===== config.mk =====
export PLATFORM = sky130hd
export DESIGN_NAME = usb_tx
export DESIGN_NICKNAME = d
export VERILOG_FILES = /design/src/rtl/usb_tx_pkg.sv /design/src/rtl/usb_tx_ll.sv /design/src/rtl/usb_tx.sv
export SDC_FILE = /design/constraint.sdc
export NUM_CORES = 1
export LEC_CHECK = 0
export BUFFER_PORTS_ARGS = -buffer_cell sky130_fd_sc_hd__buf_2
export CORE_ASPECT_RATIO = 1.2
export CORE_UTILIZATION = 60
export CTS_CLUSTER_DIAMETER = 30
export DETAILED_ROUTE_END_ITERATION = 7
export GPL_TIMING_DRIVEN = 0
export PLACE_DENSITY = 0.91
export SLEW_MARGIN = 20
export SYNTH_ARGS = -nofsm -noshare
export SYNTH_HDL_FRONTEND = slang
export SYNTH_HIERARCHICAL = 1
export SYNTH_SLANG_ARGS = --single-unit

===== constraint.sdc =====
create_clock -name clk_48m -period 2.9 [get_ports clk_48m]
set_input_delay 0.145 -clock clk_48m [delete_from_list [all_inputs] [get_ports clk_48m]]
set_output_delay 0.145 -clock clk_48m [all_outputs]
set_load 0.03 [all_outputs]

===== src/rtl/usb_tx_pkg.sv =====
// Shared definitions for the USB full-speed transmitter: PIDs, CRC16 constants,
// line-state encodings, FSM state types and the debug view of both FSMs.
package usb_tx_pkg;

    localparam logic [3:0] PID_OUT   = 4'b0001;
    localparam logic [3:0] PID_IN    = 4'b1001;
    localparam logic [3:0] PID_SOF   = 4'b0101;
    localparam logic [3:0] PID_SETUP = 4'b1101;
    localparam logic [3:0] PID_DATA0 = 4'b0011;
    localparam logic [3:0] PID_DATA1 = 4'b1011;
    localparam logic [3:0] PID_DATA2 = 4'b0111;
    localparam logic [3:0] PID_MDATA = 4'b1111;
    localparam logic [3:0] PID_ACK   = 4'b0010;
    localparam logic [3:0] PID_NAK   = 4'b1010;
    localparam logic [3:0] PID_STALL = 4'b1110;

    localparam logic [15:0] CRC16_POLY = 16'h8005;
    localparam logic [15:0] CRC16_INIT = 16'hFFFF;

    // SYNC pattern 00000001 as a byte shifted out LSB first
    localparam logic [7:0] SYNC_BYTE = 8'h80;

    // Encoded as {dp, dn}
    typedef enum logic [1:0] {
        LINE_SE0 = 2'b00,
        LINE_K   = 2'b01,
        LINE_J   = 2'b10
    } line_t;

    typedef enum logic [2:0] {
        PK_IDLE,
        PK_SYNC,
        PK_PID,
        PK_DATA,
        PK_CRC_LO,
        PK_CRC_HI,
        PK_DONE
    } pk_state_t;

    typedef enum logic [1:0] {
        LL_IDLE,
        LL_DATA,
        LL_EOP_SE0,
        LL_EOP_J
    } ll_state_t;

    typedef struct packed {
        pk_state_t pk_state;
        ll_state_t ll_state;
    } tx_dbg_t;

    function automatic logic is_data_pid(input logic [3:0] pid);
        return pid[1:0] == 2'b11;
    endfunction

    function automatic logic [15:0] reflect16(input logic [15:0] v);
        logic [15:0] r;
        for (int i = 0; i < 16; i++) r[i] = v[15-i];
        return r;
    endfunction

    // One serial CRC16 step on the bit-reversed register, so that the low byte of
    // the complemented register is already in wire order.
    function automatic logic [15:0] crc16_bit(input logic [15:0] crc, input logic b);
        logic [15:0] nxt;
        nxt = {1'b0, crc[15:1]};
        if (crc[0] ^ b) nxt = nxt ^ reflect16(CRC16_POLY);
        return nxt;
    endfunction

endpackage


===== src/rtl/usb_tx_ll.sv =====
// Low-level USB transmitter: bit timer, bit stuffing, NRZI encoding and EOP.
// Bits arrive through a start/bit/last/ack handshake from the packet layer.
module usb_tx_ll
    import usb_tx_pkg::*;
(
    input  logic      clk_48m,
    input  logic      rst,
    input  logic      ll_start_i,
    input  logic      ll_bit_i,
    input  logic      ll_last_i,
    output logic      ll_ack_o,
    output logic      ll_done_o,
    output logic      phy_tx_dp_o,
    output logic      phy_tx_dn_o,
    output logic      phy_tx_en_o,
    output ll_state_t state_o
);

    // Handshake: ll_start is a one-cycle pulse; ll_bit/ll_last stay valid until
    // ll_ack, which pulses on a bit strobe whenever no stuff bit is being sent.

    ll_state_t  state_q, state_d;
    logic [1:0] cnt_q;
    logic [2:0] ones_q, ones_d;
    logic       lvl_q, lvl_d;     // 1 = J
    logic       last_q, last_d;   // final bit taken, trailing stuff bit still owed
    logic       eop_q, eop_d;
    line_t      line_q, line_d;
    logic       en_q, en_d;
    logic       done_q;

    logic br_now, bs_now, tx_bit, cur_lvl;

    assign br_now   = (state_q != LL_IDLE) && (cnt_q == 2'd3);
    assign bs_now   = (ones_q == 3'd6);
    assign tx_bit   = bs_now ? 1'b0 : ll_bit_i;
    assign cur_lvl  = tx_bit ? lvl_q : ~lvl_q;
    assign ll_ack_o = br_now && (state_q == LL_DATA) && !bs_now;

    always_ff @(posedge clk_48m) begin
        if (rst) begin
            state_q <= LL_IDLE;
            cnt_q   <= 2'd0;
            ones_q  <= 3'd0;
            lvl_q   <= 1'b1;
            last_q  <= 1'b0;
            eop_q   <= 1'b0;
        end else begin
            state_q <= state_d;
            cnt_q   <= (state_q == LL_IDLE) ? 2'd0 : cnt_q + 2'd1;
            ones_q  <= ones_d;
            lvl_q   <= lvl_d;
            last_q  <= last_d;
            eop_q   <= eop_d;
        end
    end

    always_comb begin
        state_d = state_q;
        ones_d  = ones_q;
        lvl_d   = lvl_q;
        last_d  = last_q;
        eop_d   = eop_q;
        case (state_q)
            LL_IDLE: begin
                if (ll_start_i) begin
                    state_d = LL_DATA;
                    ones_d  = 3'd0;
                    lvl_d   = 1'b1;
                    last_d  = 1'b0;
                    eop_d   = 1'b0;
                end
            end
            LL_DATA: begin
                if (br_now) begin
                    lvl_d  = cur_lvl;
                    ones_d = tx_bit ? ones_q + 3'd1 : 3'd0;
                    if (bs_now) begin
                        if (last_q) state_d = LL_EOP_SE0;
                    end else if (ll_last_i) begin
                        // A sixth one on the final bit still needs its stuff bit
                        if (tx_bit && (ones_q == 3'd5)) last_d = 1'b1;
                        else                            state_d = LL_EOP_SE0;
                    end
                end
            end
            LL_EOP_SE0: begin
                if (br_now) begin
                    if (eop_q) state_d = LL_EOP_J;
                    eop_d = 1'b1;
                end
            end
            LL_EOP_J: begin
                if (br_now) state_d = LL_IDLE;
            end
            default: state_d = LL_IDLE;
        endcase
    end

    always_comb begin
        line_d = LINE_J;
        en_d   = 1'b1;
        case (state_q)
            LL_IDLE:    en_d   = 1'b0;
            LL_DATA:    line_d = cur_lvl ? LINE_J : LINE_K;
            LL_EOP_SE0: line_d = LINE_SE0;
            default:    line_d = LINE_J;
        endcase
    end

    // Line outputs are registered; done lines up with the cycle enable drops
    always_ff @(posedge clk_48m) begin
        if (rst) begin
            line_q <= LINE_J;
            en_q   <= 1'b0;
            done_q <= 1'b0;
        end else begin
            line_q <= line_d;
            en_q   <= en_d;
            done_q <= (state_q == LL_IDLE) && en_q;
        end
    end

    assign phy_tx_dp_o = line_q[1];
    assign phy_tx_dn_o = line_q[0];
    assign phy_tx_en_o = en_q;
    assign ll_done_o   = done_q;
    assign state_o     = state_q;

endmodule


===== src/rtl/usb_tx.sv =====
// USB full-speed packet transmitter: sequences SYNC, PID, payload and CRC16 as
// bytes shifted LSB first into usb_tx_ll, which handles line-level encoding.
module usb_tx
    import usb_tx_pkg::*;
(
    input  logic        clk_48m,
    input  logic        rst,
    input  logic        pkt_start_i,
    input  logic [3:0]  pkt_pid_i,
    input  logic [9:0]  pkt_len_i,
    input  logic [7:0]  pkt_data_i,
    output logic        pkt_data_ack_o,
    output logic        pkt_done_o,
    output logic        phy_tx_dp_o,
    output logic        phy_tx_dn_o,
    output logic        phy_tx_en_o,
    output tx_dbg_t     dbg_o
);

    pk_state_t   state_q, state_d;
    logic [7:0]  shift_q, shift_d;
    logic [2:0]  bitcnt_q, bitcnt_d;
    logic [9:0]  bytes_q, bytes_d;
    logic [15:0] crc_q, crc_d;     // bit-reversed CRC16 register
    logic [15:0] crc_bit;

    logic      ll_start, ll_last, ll_ack, ll_done, load_data;
    logic      data_pid, byte_end;
    ll_state_t ll_state;

    assign data_pid = is_data_pid(pkt_pid_i);
    assign byte_end = ll_ack && (bitcnt_q == 3'd7);
    assign crc_bit  = crc16_bit(crc_q, shift_q[0]);

    always_ff @(posedge clk_48m) begin
        if (rst) begin
            state_q  <= PK_IDLE;
            shift_q  <= 8'd0;
            bitcnt_q <= 3'd0;
            bytes_q  <= 10'd0;
            crc_q    <= 16'd0;
        end else begin
            state_q  <= state_d;
            shift_q  <= shift_d;
            bitcnt_q <= bitcnt_d;
            bytes_q  <= bytes_d;
            crc_q    <= crc_d;
        end
    end

    always_comb begin
        state_d  = state_q;
        shift_d  = shift_q;
        bitcnt_d = bitcnt_q;
        bytes_d  = bytes_q;
        crc_d    = crc_q;
        if (ll_ack) begin
            shift_d  = {1'b0, shift_q[7:1]};
            bitcnt_d = bitcnt_q + 3'd1;
        end
        case (state_q)
            PK_IDLE: begin
                if (pkt_start_i) begin
                    state_d  = PK_SYNC;
                    shift_d  = SYNC_BYTE;
                    bitcnt_d = 3'd0;
                    bytes_d  = 10'd0;
                    crc_d    = CRC16_INIT;
                end
            end
            PK_SYNC: begin
                if (byte_end) begin
                    state_d = PK_PID;
                    shift_d = {~pkt_pid_i, pkt_pid_i};
                end
            end
            PK_PID: begin
                if (byte_end) begin
                    if (!data_pid) begin
                        state_d = PK_DONE;
                    end else if (pkt_len_i == 10'd0) begin
                        state_d = PK_CRC_LO;
                        shift_d = ~crc_q[7:0];
                    end else begin
                        state_d = PK_DATA;
                        shift_d = pkt_data_i;
                        bytes_d = 10'd1;
                    end
                end
            end
            PK_DATA: begin
                if (ll_ack) crc_d = crc_bit;
                if (byte_end) begin
                    // The CRC byte must include the payload bit acked this cycle
                    if (bytes_q == pkt_len_i) begin
                        state_d = PK_CRC_LO;
                        shift_d = ~crc_bit[7:0];
                    end else begin
                        shift_d = pkt_data_i;
                        bytes_d = bytes_q + 10'd1;
                    end
                end
            end
            PK_CRC_LO: begin
                if (byte_end) begin
                    state_d = PK_CRC_HI;
                    shift_d = ~crc_q[15:8];
                end
            end
            PK_CRC_HI: begin
                if (byte_end) state_d = PK_DONE;
            end
            PK_DONE: begin
                if (ll_done) state_d = PK_IDLE;
            end
            default: state_d = PK_IDLE;
        endcase
    end

    always_comb begin
        ll_start  = 1'b0;
        ll_last   = 1'b0;
        load_data = 1'b0;
        case (state_q)
            PK_IDLE:   ll_start  = pkt_start_i;
            PK_PID: begin
                ll_last   = !data_pid && (bitcnt_q == 3'd7);
                load_data = byte_end && data_pid && (pkt_len_i != 10'd0);
            end
            PK_DATA:   load_data = byte_end && (bytes_q != pkt_len_i);
            PK_CRC_HI: ll_last   = (bitcnt_q == 3'd7);
            default: ;
        endcase
    end

    usb_tx_ll u_ll (
        .clk_48m     (clk_48m),
        .rst         (rst),
        .ll_start_i  (ll_start),
        .ll_bit_i    (shift_q[0]),
        .ll_last_i   (ll_last),
        .ll_ack_o    (ll_ack),
        .ll_done_o   (ll_done),
        .phy_tx_dp_o (phy_tx_dp_o),
        .phy_tx_dn_o (phy_tx_dn_o),
        .phy_tx_en_o (phy_tx_en_o),
        .state_o     (ll_state)
    );

    assign pkt_data_ack_o = load_data && !rst;
    assign pkt_done_o     = ll_done;
    assign dbg_o          = '{pk_state: state_q, ll_state: ll_state};

endmodule


Word-level counts from Yosys, hierarchy flattened
Index checks and enable logic that the tools add are counted.
Widths: inputs -> output; s select.

word-level totals
  register bits = 54
  output and inout port bits = 10
  word-level logic and storage cells = 163

operators by class
  add/sub/neg operators = 4
  eq/ne operators = 39
  mux-type cells = 68
  bitwise operators = 7
  reductions and logical operators = 31

operators by type and width
  kind                   count
  $mux 8                 9
  $mux 10                6
  $mux 16                3
  $mux 3                 16
  $pmux 8 s5             1
  $pmux 16 s2            1
  $ne 2x2->1 const B     15
  $pmux 10 s3            1
  $not 8->8              3
  $pmux 3 s7             1
  $mux 2                 10
  $eq 3x3->1 const B     6
  $reduce_and 8->1       2
  $mux 1                 12
  $logic_and 1x1->1      11
  $add 10x1->10 const B  1
  $eq 10x10->1           1
  $logic_not 10->1       1
  $ne 10x10->1           1
  $ne 2x1->1 const B     5
  $pmux 1 s2             5
  $reduce_bool 10->1     1
  $ne 3x2->1 const B     3
  $reduce_and 3->1       3
  21 further kinds       31

Longest topological paths before layout
Gate-level depths: netlist of run 1.

  word-level depth = 9
  mapped depth = 12

By module
Netlist of run 1, hierarchy kept.

modules (own cells, without submodules)
  module     times used  cells an instance  area each (µm²)  sequential area each (µm²)
  usb_tx     1           352                2782.7           800.8
  usb_tx_ll  1           82                 753.2            280.3

Worst setup path after synthesis of run 1
No wires, ideal clock.

  path type = register -> register
  start point = register u_ll.state_q[0], in the netlist u_ll/state_o[0]
  end point = register bytes_q[5]
  setup time = 0.138 ns
  data arrival time = 2.522 ns
  required time = 2.762 ns
  setup slack = 0.240 ns
  stages on the path, launching flop included = 13
  buffers on the path = 3
  cell sequence = dfxtp_1 > inv_1 > ha_1 > buf_6 > nor2b_4 > and3_2 > buf_2 > nand3_1 > a21oi_4 > o21ai_2 > buf_2 > o41ai_1 > a21oi_1

on the way
  longest elaborated chain between the ends = 7

RTL lines
  element                             line             source
  from (decl)                         usb_tx_ll.sv:22  ll_state_t state_q, state_d;
  from (signal assigned)              usb_tx_ll.sv:49  state_q <= state_d;
  $reduce_bool 2->1                   usb_tx_ll.sv:34  assign br_now = (state_q != LL_IDLE) && (cnt_q == 2'd3);
  $logic_and 1x1->1                   usb_tx_ll.sv:34
  $logic_and 1x1->1 (*) (2 in a row)  usb_tx_ll.sv:38  assign ll_ack_o = br_now && (state_q == LL_DATA) && !bs_now;
  named net ll_ack                    usb_tx.sv:27     logic ll_start, ll_last, ll_ack, ll_done, load_data;
  $logic_and 1x1->1 (*)               usb_tx.sv:32     assign byte_end = ll_ack && (bitcnt_q == 3'd7);
  $ne 2x2->1 (no line)                n/a
  $reduce_and 7->1 (no line) (*)      n/a
  to (signal assigned)                usb_tx.sv:46     bytes_q <= bytes_d;
  to (decl)                           usb_tx.sv:23     logic [9:0] bytes_q, bytes_d;

The timed path passes the listed nets; every way through them passes the cells marked *.
A chain may end at the register's enable or synchronous reset.

Worst setup path after layout of run 1
Same ends and word-level chain as after synthesis.

==> results of run 1 <==
-- final timing paths --
kind                            depth (start not counted)              from  slack, ns              to
worst min-delay path                                    3     pkt_data_i[7]       0.18      shift_q[7]
worst max register to register                         11   u_ll/state_o[0]       0.11      bytes_q[5]
worst max-delay path                                   11   u_ll/state_o[0]       0.11      bytes_q[5]
worst min register to register                          2  u_ll/phy_tx_en_o       0.43  u_ll/ll_done_o
-- routing by layer --
layer  part of all wire (%)  track usage, %  vias up
met2                     48            52.8      180
met4                    4.6            17.1        0
met5                      0               0        -
met3                    7.0            5.64       47
li1                       -               -     1689
met1                     41            37.1     1664
-- cell usage in the layout, fill, tap and decap left out, types with 9 or more instances in the layout --
| cell | n |
|---|---|
| inv_1 | 10 |
| nand2_1 | 30 |
| a211oi_1 | 19 |
| mux2i_1 | 17 |
| nor2_1 | 46 |
| buf_2 | 43 |
| xnor2_1 | 14 |
| dfxtp_1 | 54 |
| o21ai_0 | 25 |
| nand3_1 | 12 |
| ha_1 | 11 |
| a21oi_1 | 32 |
| nand2b_1 | 9 |
| clkbuf_1 | 10 |
| and2_1 | 9 |
-- flip-flops by register name, indices dropped and copies added, names as in the netlist --
register,flops
u_ll/cnt_q,2
bytes_q,10
u_ll/phy_tx_en_o,1
u_ll/ones_q,3
shift_q,8
u_ll/line_q,2
state_q,3
u_ll/lvl_q,1
u_ll/eop_q,1
u_ll/state_o,2
bitcnt_q,3
u_ll/ll_done_o,1
crc_q,16
u_ll/last_q,1
-- layout make-up --
cell class,count,area [µm²]
timing repair buffer,34,170
fill,471,1780
inverter,10,37.5
multi-input combinational,347,2300
sequential,54,1080
tap,80,100
clock buffer,6,82.6
buffer,22,113
-- repair_timing --
item,4_1_cts,5_1_grt
resized for setup,0,1
hold endpoints to repair,0,0
endpoints found under the setup margin,0,13
-- where the power goes --
part,switching (W),internal (W),total (W)
clock network,0.000243,0.000185,0.000428
registers,0.0000627,0.000809,0.000871
logic,0.000408,0.000248,0.000656
-- kinds of logic (layout without fill, tap and decap cells) --
| logic type | after synthesis | count (layout) | share of synthesized area, % |
|---|---|---|---|
| buffers and inverters | 33 | 72 | 4.39 |
| DFF | 54 | 54 | 30.6 |
| and+or+nand+nor | 170 | 170 | 27.0 |
| muxes | 18 | 18 | 5.13 |
| xor gates and xnor gates | 15 | 15 | 3.72 |
| AOI/OAI and AO/OA | 133 | 133 | 25.3 |
| adders and majority gates | 11 | 11 | 3.89 |
-- worst max-delay path, cell delays in order (launching register included) --
cell     delay (ns)
dfxtp_1        0.41
inv_1          0.10
ha_1           0.24
buf_6          0.15
nor2b_4        0.18
and3_4         0.31
nand3_1        0.15
a21oi_4        0.25
o21ai_2        0.16
buf_2          0.23
o41ai_1        0.37
a21oi_1        0.10
-- per-stage QoR --
stage / cells / power (W)
global placement: 548 / 0.00150
finish: 553 / 0.00196
CTS: 554 / 0.00194
floorplan: 434 / 0.00134
detailed placement: 548 / 0.00152
global route: 553 / 0.00204
==> results by group, run 1 <==
Timing
  • F_max: 359 MHz
  • Final min period: 2.79 ns
  • Worst slew pin tran: slightly below 0.7 ns
  • Crit share post-route: between 90% and 100%
  • Final Hold Viols: 0
  • Final setup margin: about 0.11 ns
  • Final TNS setup: 0 ns
  • Max Transition Viols Final: 0
  • Hold Slack: 0.176 ns
  • Slew margin rel.: between 50% and 60%
  • Clock Skew: 0.00975 ns
  • RSZ-0062 raised after global routing: no
  • # setup viols final: 0

Clock network
  • Clock latency on the worst-skew pair: just over 0.3 ns
  • Hold_buf cts: 0
  • CTS clock-pin slew for the worst setup and hold paths: ~0.09 ns
  • CTS tree: built
  • CTS Buf Count: 5
  • # H-tree levels: 2
  • Post-CTS setup buffers: 0
  • Num Clock Sinks: between 50 and 60
  • Clock Path Buffers: 2
  • CTS root buf: clkbuf_8

Critical path
  • CP startpoint kind: flop
  • CP arrival: about 3 ns
  • Highest net fanout along the worst path: 10
  • CP required: ~3.1 ns
  • Critical path capture point type: flop
  • Critical path class: reg2reg

Hold path
  • Worst hold-check path type: in2reg

Route
  • Number of DRC markers in iteration 0: approximately 410
  • DRT Wirelength: a little under 10 mm
  • Vias per inst: roughly 6.5
  • Routed WL per cell: approximately 17 µm
  • Pre-antenna DRT Iters: 5
  • Remaining routing DRC violations: 0
  • Vias: roughly 3,600
  • Post-DRT Antenna Nets: 0

Layout
  • Final instance area: a little under 0.004 mm²
  • Share of cells above drive strength 1: 15.0%
  • NumNets Final: 510
  • N_diodes: 0
  • Synth-to-Final Area Change: 9.94%
  • Util after Layout: 68.6%

Logic synthesis
  • Top cells by area, synth: dfxtp_1 (31%), nor2_1 (4.9%), mux2i_1 (4.8%)
  • Area share of the largest cell type after synthesis: between 30% and 40%
  • Post-synth EDFFs: 0
  • Synth area leader: dfxtp_1
  • Yosys warnings: 6
  • Most common cell in the synthesized netlist: dfxtp_1
  • Syn Inst Count: about 430
  • Post-synth ARST share: 0%
  • Register bit count reported by yosys: 54
  • Ys flop type: dfxtp_1
  • Post-Syn Nets: 470
  • Top cells by count, synth: dfxtp_1 (54), nor2_1 (46), a21oi_1 (32)
  • Post-Syn Area per Cell: 8.15 µm²
  • Post-synth cell types: 69
  • Cell area after synthesis: roughly 0.0035 mm²
  • Register area share after synthesis: between 30% and 40%

Floorplanning
  • Ports: 35
  • Die Wd: 72.1 µm
  • Initial Util: between 60% and 70%
  • Core Footprint: approximately 0.0057 mm²
  • # rows: 30
  • Die area: 0.00621 mm²
  • Die H: between 80 and 90 µm

Placed design
  • GP Congestion: ~1
  • Dpl cell area: ~0.0038 mm²
  • Post-DP HPWL: around 7.2 mm
  • Dpl ws: 0.0394 ns
  • Port bufs: 34

Run
  • Number of max-cap violations: 0

GRT
  • Antenna violations before repair: 0
  • Vias in the first global route: around 3,300
  • Largest net degree at the start of global routing: 15
  • Global-route wire length before repair: ~15 mm
  • Global Route Usage Sum: between 30% and 40%
  • GR Overflow Total: 0

Outcome
  • Status: complete, no violations

Pwr
  • VDD IR-drop max: ~0.4 mV
  • Leakage: 1.47 nW
  • Power Density: approximately 500 mW/mm²
No activity file was read; power rests on OpenSTA's default activity.
==> inputs of run 2 (changes only) <==
--- a/config.mk
+++ b/config.mk
@@ -11,7 +11,7 @@
 export CTS_CLUSTER_DIAMETER = 30
 export DETAILED_ROUTE_END_ITERATION = 7
 export GPL_TIMING_DRIVEN = 0
-export PLACE_DENSITY = 0.91
+export PLACE_DENSITY = 0.79
 export SLEW_MARGIN = 20
 export SYNTH_ARGS = -nofsm -noshare
 export SYNTH_HDL_FRONTEND = slang
==> run 2 against run 1 <==
Combinational power fell by 3%. Critical endpoint unchanged. Sequential power rose by 0.5%. Die area did not move. Utilization rose by 0.51 points. Global-route usage rose by 0.91 points. Flip-flop and latch count did not move. Worst hold slack got worse by 0.064 ns. Clock skew fell by 0.0020 ns.
==> results by group, run 2 (synthesis gave the netlist of run 1 again) <==
Floorplanning
  • Core Footprint: 0.00567 mm² (unchanged)
  • Die area: 0.00621 mm² (unchanged)
  • # rows: 30 (unchanged)
  • Ports: 35 (unchanged)
  • Die H: 86.1 µm (unchanged)
  • Die Wd: 72.1 µm (unchanged)
  • Initial Util: 62.4% (unchanged)

Timing
  • # setup viols final: 0 (unchanged)
  • Final min period: 2.75 ns (was 2.79 ns)
  • Final TNS setup: 0 ns (unchanged)
  • Clock Skew: 0.00779 ns (was 0.00975 ns)
  • F_max: 364 MHz (was 359 MHz)
  • Max Transition Viols Final: 0 (unchanged)
  • RSZ-0062 raised after global routing: no (unchanged)
  • Final Hold Viols: 0 (unchanged)
  • Worst slew pin tran: 0.832 ns (was 0.694 ns)
  • Crit share post-route: 94.8% (was 96.0%)
  • Slew margin rel.: 44.4% (was 53.6%)

Pwr
  • P_sw: 0.000727 W (was 0.000714 W)
  • Sequential power share: 42.9% (was 44.6%)
  • Switching share of total power: 35.7% (was 36.5%)
  • Leakage: 1.48 nW (was 1.47 nW)
  • Clock power frac: 25.8% (was 21.9%)
  • Fraction of power consumed by combinational cells: 31.3% (was 33.6%)
  • Tot Pwr: 0.00204 W (was 0.00196 W)
  • Power Density: 521 mW/mm² (was 503 mW/mm²)
  • Internal: 0.00131 W (was 0.00124 W)
  • VDD IR-drop max: 0.428 mV (was 0.397 mV)

Placed design
  • Post-DP HPWL: 7.37 mm (was 7.21 mm)
  • GP Congestion: 0.957 (was 1.01)
  • Port bufs: 34 (unchanged)
  • Dpl cell area: 0.00381 mm² (unchanged)

Layout
  • Max reg flops: 16 (unchanged)
  • NumNets Final: 510 (unchanged)
  • Share of cells above drive strength 1: 15.6% (was 15.0%)
  • N_diodes: 0 (unchanged)
  • Largest register by flop count: crc_q (unchanged)
  • Synth-to-Final Area Change: 10.8% (was 9.94%)
  • Most frequent cells in the layout: dfxtp_1 (53), nor2_1 (46), buf_2 (43), a21oi_1 (32), nand2_1 (30) (was dfxtp_1 (54), nor2_1 (46), buf_2 (43), a21oi_1 (32), nand2_1 (30))
  • Filler Cells Inserted: 489 (was 471)
  • Top Registers: crc_q: 16 flops, bytes_q: 10 flops, shift_q: 8 flops (unchanged)
  • Most common cell after layout, fill and taps aside: dfxtp_1 (unchanged)
  • Final instance area: 0.00392 mm² (was 0.00389 mm²)

Critical path
  • Slowest stage delay, CP: 0.40 ns (was 0.41 ns)
  • Cell Chain, Critical Path: inv_1 -> ha_1 -> buf_6 -> nor2b_4 -> and3_2 -> nand3_1 -> a21oi_4 -> o21ai_2 -> buf_2 -> o41ai_1 -> a21oi_1 (was inv_1 -> ha_1 -> buf_6 -> nor2b_4 -> and3_4 -> nand3_1 -> a21oi_4 -> o21ai_2 -> buf_2 -> o41ai_1 -> a21oi_1)
  • WP buf/inv: 3 (unchanged)
  • CP startpoint kind: flop (unchanged)
  • Critical path class: reg2reg (unchanged)
  • Highest net fanout along the worst path: 10 (unchanged)
  • Reg2reg setup slack: 0.15 ns (was 0.11 ns)
  • Critical path capture point type: flop (unchanged)
  • Slowest-stage cell, CP: dfxtp_1 (unchanged)
  • Crit path max-delay family: compound AO/OA/AOI/OAI gates (unchanged)
  • CP required: 3.08 ns (was 3.07 ns)
  • CP arrival: 2.93 ns (was 2.96 ns)

Hold path
  • Worst hold-check path type: in2reg (unchanged)

Clock network
  • Clock latency on the worst-skew pair: 0.32 ns (was 0.31 ns)
  • Post-CTS setup buffers: 0 (unchanged)
  • CTS Buf Count: 5 (unchanged)
  • # H-tree levels: 2 (unchanged)
  • Num Clock Sinks: 54 (unchanged)
  • CTS tree: built (unchanged)
  • Clock Path Buffers: 2 (unchanged)
  • CTS root buf: clkbuf_8 (unchanged)
  • CTS clock-pin slew for the worst setup and hold paths: 0.11 ns (was 0.09 ns)

Route
  • Remaining routing DRC violations: 0 (unchanged)
  • Routed WL per cell: 17.8 µm (was 17.4 µm)
  • Vias: 3,563 (was 3,580)
  • Number of DRC markers in iteration 0: 318 (was 414)
  • DRT Wirelength: 9.86 mm (was 9.61 mm)
  • Vias per inst: 6.42 (was 6.47)
  • Post-DRT Antenna Nets: 0 (unchanged)
  • Pre-antenna DRT Iters: 7 (was 5)

GRT
  • Largest net degree at the start of global routing: 18 (was 15)
  • GR Overflow Total: 0 (unchanged)
  • Global Route Usage Sum: 32.2% (was 31.2%)
  • Vias in the first global route: 3,235 (was 3,257)
  • Global-route wire length before repair: 15.7 mm (was 15.1 mm)
  • Antenna violations before repair: 0 (unchanged)

Run
  • Number of max-cap violations: 0 (unchanged)

Outcome
  • Status: complete, no violations (unchanged)
## run 2: layout make-up
type                    instances  area, µm²  area share, %
clock buffers                   5       68.8           1.76
flip-flops and latches         54       1080           27.6
clock inverters                 3       45.0           1.15
inverters                      10       37.5          0.958
repair buffers                 34        170           4.35
well taps                      80        100           2.56
multi-input cells             347       2300           58.7
plain buffers                  22        113           2.88
## run 2: final timing paths
check | end | startpoint | cells after the start
worst max-delay path | bytes_q[5] | u_ll/state_o[1] | 11
worst min register to register | u_ll/ll_done_o | u_ll/phy_tx_en_o | 2
worst max register to register | bytes_q[5] | u_ll/state_o[1] | 11
worst min-delay path | shift_q[7] | pkt_data_i[7] | 3
## run 2: repair_timing
action                                 in CTS  in global routing
gates resized for setup                     0                  1
hold buffers                                0                  0
setup endpoints to repair                   0                 11
endpoints found under the hold margin       0                  0
## run 2: worst register-to-register path, delay by kind of cell, from the launching register on
| family | cells | cell delay (ns) |
|---|---|---|
| adders and majority gates | 1 | 0.19 |
| and+or+nand+nor | 3 | 0.70 |
| DFF | 1 | 0.40 |
| buffers and inverters | 3 | 0.44 |
| AOI/OAI and AO/OA | 4 | 0.89 |
## run 2: through the flow
stage | hold WS [ns] | util (%) | setup slack (ns) | std cells
2_1_floorplan | 0.225 | - | 0.240 | 434
3_3_place_gp | 0.413 | 67.2 | 0.171 | 548
3_5_place_dp | 0.429 | 67.2 | 0.103 | 548
4_1_cts | 0.115 | 69.2 | 0.0751 | 556
5_1_grt | 0.126 | 69.1 | 0.0128 | 555
6_report | 0.112 | 69.1 | 0.149 | 555
## run 2: power groups by stage
stage                     logic (W)  clock network [W]  registers, W
after floorplan            0.000422                  0      0.000921
after global placement     0.000615                  0      0.000885
after detailed placement   0.000626                  0      0.000889
after CTS                  0.000629           0.000529      0.000871
after global routing       0.000693           0.000557      0.000882
final                      0.000637           0.000527      0.000875
## run 2: per-layer routing
layer / vias to the layer above / global-route usage [%] / wire length [µm]
li1: 1693 / - / -
met1: 1623 / 39.7 / 3970
met2: 208 / 55.3 / 4710
met3: 39 / 5.64 / 821
met4: 0 / 12.1 / 356
met5: - / 0 / 0
==> inputs of run 3 (changes only) <==
--- a/config.mk
+++ b/config.mk
@@ -7,13 +7,14 @@
 export LEC_CHECK = 0
 export BUFFER_PORTS_ARGS = -buffer_cell sky130_fd_sc_hd__buf_2
 export CORE_ASPECT_RATIO = 1.2
-export CORE_UTILIZATION = 60
+export CORE_UTILIZATION = 64
 export CTS_CLUSTER_DIAMETER = 30
 export DETAILED_ROUTE_END_ITERATION = 7
 export GPL_TIMING_DRIVEN = 0
-export PLACE_DENSITY = 0.79
+export PLACE_DENSITY = 0.83
 export SLEW_MARGIN = 20
 export SYNTH_ARGS = -nofsm -noshare
 export SYNTH_HDL_FRONTEND = slang
 export SYNTH_HIERARCHICAL = 1
 export SYNTH_SLANG_ARGS = --single-unit
+export TNS_END_PERCENT = 50
==> constraint.sdc (replaced) <==
create_clock -name clk_48m -period 3.2 [get_ports clk_48m]
set_input_delay 0.16 -clock clk_48m [delete_from_list [all_inputs] [get_ports clk_48m]]
set_output_delay 0.16 -clock clk_48m [all_outputs]
set_load 0.03 [all_outputs]
==> run 3 against run 2 <==
Utilization rose by 4.9 points. Power decreased by 5.2%. Clock power grew 6.3%. Wire length rose by 1.8%. Critical endpoint is now shift_q[5]. Highest routed layer unchanged.
==> results by group, run 3 (synthesis gave the netlist of run 1 again) <==
Clock network
  • # H-tree levels: 2 (unchanged)
  • Post-CTS setup buffers: 0 (unchanged)
  • CTS clock-pin slew for the worst setup and hold paths: 0.11 ns (about the same)
  • CTS tree: built (unchanged)
  • Num Clock Sinks: 54 (unchanged)
  • CTS root buf: clkbuf_8 (unchanged)
  • Hold_buf cts: 0 (unchanged)
  • Clock Path Buffers: 2 (unchanged)
  • CTS resizes: 0 (unchanged)
  • Clock latency on the worst-skew pair: 0.32 ns (about the same)
  • CTS Buf Count: 5 (unchanged)

Timing
  • F_max: 348 MHz (was 364 MHz)
  • Final Hold Viols: 0 (unchanged)
  • RSZ-0062 raised after global routing: no (unchanged)
  • Max Transition Viols Final: 0 (unchanged)
  • Clock Skew: 0.0142 ns (was 0.00779 ns)
  • Crit share post-route: 89.8% (was 94.8%)
  • # setup viols final: 0 (unchanged)
  • Final min period: 2.87 ns (was 2.75 ns)
  • Slew margin rel.: 47.4% (was 44.4%)
  • Worst slew pin tran: 0.787 ns (was 0.832 ns)
  • Final TNS setup: 0 ns (unchanged)

Critical path
  • CP startpoint kind: flop (unchanged)
  • Highest net fanout along the worst path: 10 (unchanged)
  • Cell Chain, Critical Path: inv_1 -> ha_1 -> buf_6 -> nor2b_4 -> and3_2 -> buf_2 -> and2_1 -> clkbuf_1 -> o21ai_0 -> a211oi_1 -> a31oi_1 (was inv_1 -> ha_1 -> buf_6 -> nor2b_4 -> and3_2 -> nand3_1 -> a21oi_4 -> o21ai_2 -> buf_2 -> o41ai_1 -> a21oi_1)
  • CP required: 3.42 ns (was 3.08 ns)
  • Critical path class: reg2reg (unchanged)
  • Slowest-stage cell, CP: clkbuf_1 (was dfxtp_1)
  • CP arrival: 3.09 ns (was 2.93 ns)
  • Slowest stage delay, CP: 0.44 ns (was 0.40 ns)
  • Critical path capture point type: flop (unchanged)

Floorplanning
  • Ports: 35 (unchanged)
  • Die area: 0.00583 mm² (was 0.00621 mm²)
  • # rows: 29 (was 30)
  • Initial Util: 66.7% (was 62.4%)
  • Die H: 83.4 µm (was 86.1 µm)
  • Core Footprint: 0.00530 mm² (was 0.00567 mm²)
  • Die Wd: 69.9 µm (was 72.1 µm)

Layout
  • Largest register by flop count: crc_q (unchanged)
  • Most common cell after layout, fill and taps aside: dfxtp_1 (unchanged)
  • N_diodes: 0 (unchanged)
  • Share of cells above drive strength 1: 15.5% (was 15.6%)
  • Max reg flops: 16 (unchanged)
  • Synth-to-Final Area Change: 10.9% (was 10.8%)
  • NumNets Final: 511 (was 510)
  • Final non-filler cell total: 538 (was 555)
  • Filler Cells Inserted: 440 (was 489)
  • Top Registers: crc_q: 16 flops, bytes_q: 10 flops, shift_q: 8 flops (unchanged)
  • Most frequent cells in the layout: dfxtp_1 (54), nor2_1 (46), buf_2 (44), a21oi_1 (32), nand2_1 (30) (was dfxtp_1 (53), nor2_1 (46), buf_2 (43), a21oi_1 (32), nand2_1 (30))

Route
  • Post-DRT Antenna Nets: 0 (unchanged)
  • WL met1: 3.91 mm (was 3.97 mm)
  • Remaining routing DRC violations: 0 (unchanged)
  • Vias per inst: 6.82 (was 6.42)
  • Pre-antenna DRT Iters: 5 (was 7)
  • Routed WL per cell: 18.7 µm (was 17.8 µm)
  • DRT Wirelength: 10.0 mm (was 9.86 mm)
  • Highest metal used: met4 (unchanged)
  • Met3 WL post-DR: 847 µm (was 821 µm)
  • Vias: 3,670 (was 3,563)
  • Number of DRC markers in iteration 0: 369 (was 318)
  • Met2 WL: 4.71 mm (about the same)

GRT
  • Largest net degree at the start of global routing: 18 (unchanged)
  • GR Overflow Total: 0 (unchanged)
  • Global Route Usage Sum: 33.8% (was 32.2%)
  • Antenna violations before repair: 0 (unchanged)
  • Global-route wire length before repair: 16.0 mm (was 15.7 mm)
  • Vias in the first global route: 3,504 (was 3,235)

Run
  • Number of max-cap violations: 0 (unchanged)

Pwr
  • Leakage: 1.50 nW (was 1.48 nW)
  • VDD IR-drop max: 0.491 mV (was 0.428 mV)
  • Power Density: 493 mW/mm² (was 521 mW/mm²)

Placed design
  • Post-DP HPWL: 7.38 mm (was 7.37 mm)
  • Placed cells: 530 (was 548)
  • Port bufs: 34 (unchanged)
  • GP Congestion: 1.04 (was 0.957)

Outcome
  • Status: complete, no violations (unchanged)

Hold path
  • Worst hold-check path type: in2reg (unchanged)
run 3: changes by cell type in the layout (fill, tap and decap cells not counted):
cell	before	now
bufinv_16	1	2
clkinv_4	0	1
buf_2	43	44
clkinvlp_4	2	0
dfxtp_1	53	54
dfxtp_2	1	0
run 3: stage by stage:
stage,power (W),util [%],cell area (µm²),hold slack [ns],setup WS (ns)
3_5_place_dp,0.00137,71.4,3780,0.422,0.394
5_1_grt,0.00201,74.0,3920,0.148,0.128
6_report,0.00193,74.0,3920,0.121,0.326
3_3_place_gp,0.00136,71.4,3780,0.414,0.452
2_1_floorplan,0.00122,-,3540,0.240,0.540
4_1_cts,0.00192,74.0,3920,0.126,0.374
run 3: power by group:
| group | internal, W | switching [W] | total [W] |
|---|---|---|---|
| sequential | 0.000733 | 0.0000560 | 0.000789 |
| combinational | 0.000223 | 0.000361 | 0.000584 |
| clock | 0.000314 | 0.000247 | 0.000560 |
run 3: final timing paths:
kind,slack [ns],start,cells after the start,endpoint
worst min-delay path,0.12,pkt_data_i[7],3,shift_q[7]
worst max register to register,0.33,u_ll/state_o[0],11,shift_q[5]
worst min register to register,0.44,u_ll/cnt_q[0],1,u_ll/cnt_q[0]
worst max-delay path,0.33,u_ll/state_o[0],11,shift_q[5]
run 3: worst max-delay path, delay by kind of cell, from the launching register on:
family                   cells  cell delay (ns)
buffers and inverters        4             0.91
adder cells (fa/ha/maj)      1             0.21
flip-flops                   1             0.41
AND/OR/NAND/NOR              3             0.62
AO/OA/AOI/OAI                3             0.63
run 3: layer usage:
layer | up-vias | GRT usage [%]
met5 | - | 0
met4 | 0 | 21.1
met3 | 66 | 7.28
met2 | 226 | 56.0
met1 | 1683 | 39.3
li1 | 1695 | -
run 3: cell type report:
type	count	area, µm²	share of cell area, %
plain buffers	23	118	3.00
clock buffers	5	68.8	1.75
clock inverters	3	68.8	1.75
inverters	10	37.5	0.957
multi-input cells	347	2300	58.6
flip-flops and latches	54	1080	27.6
well taps	62	77.6	1.98
repair buffers	34	170	4.34
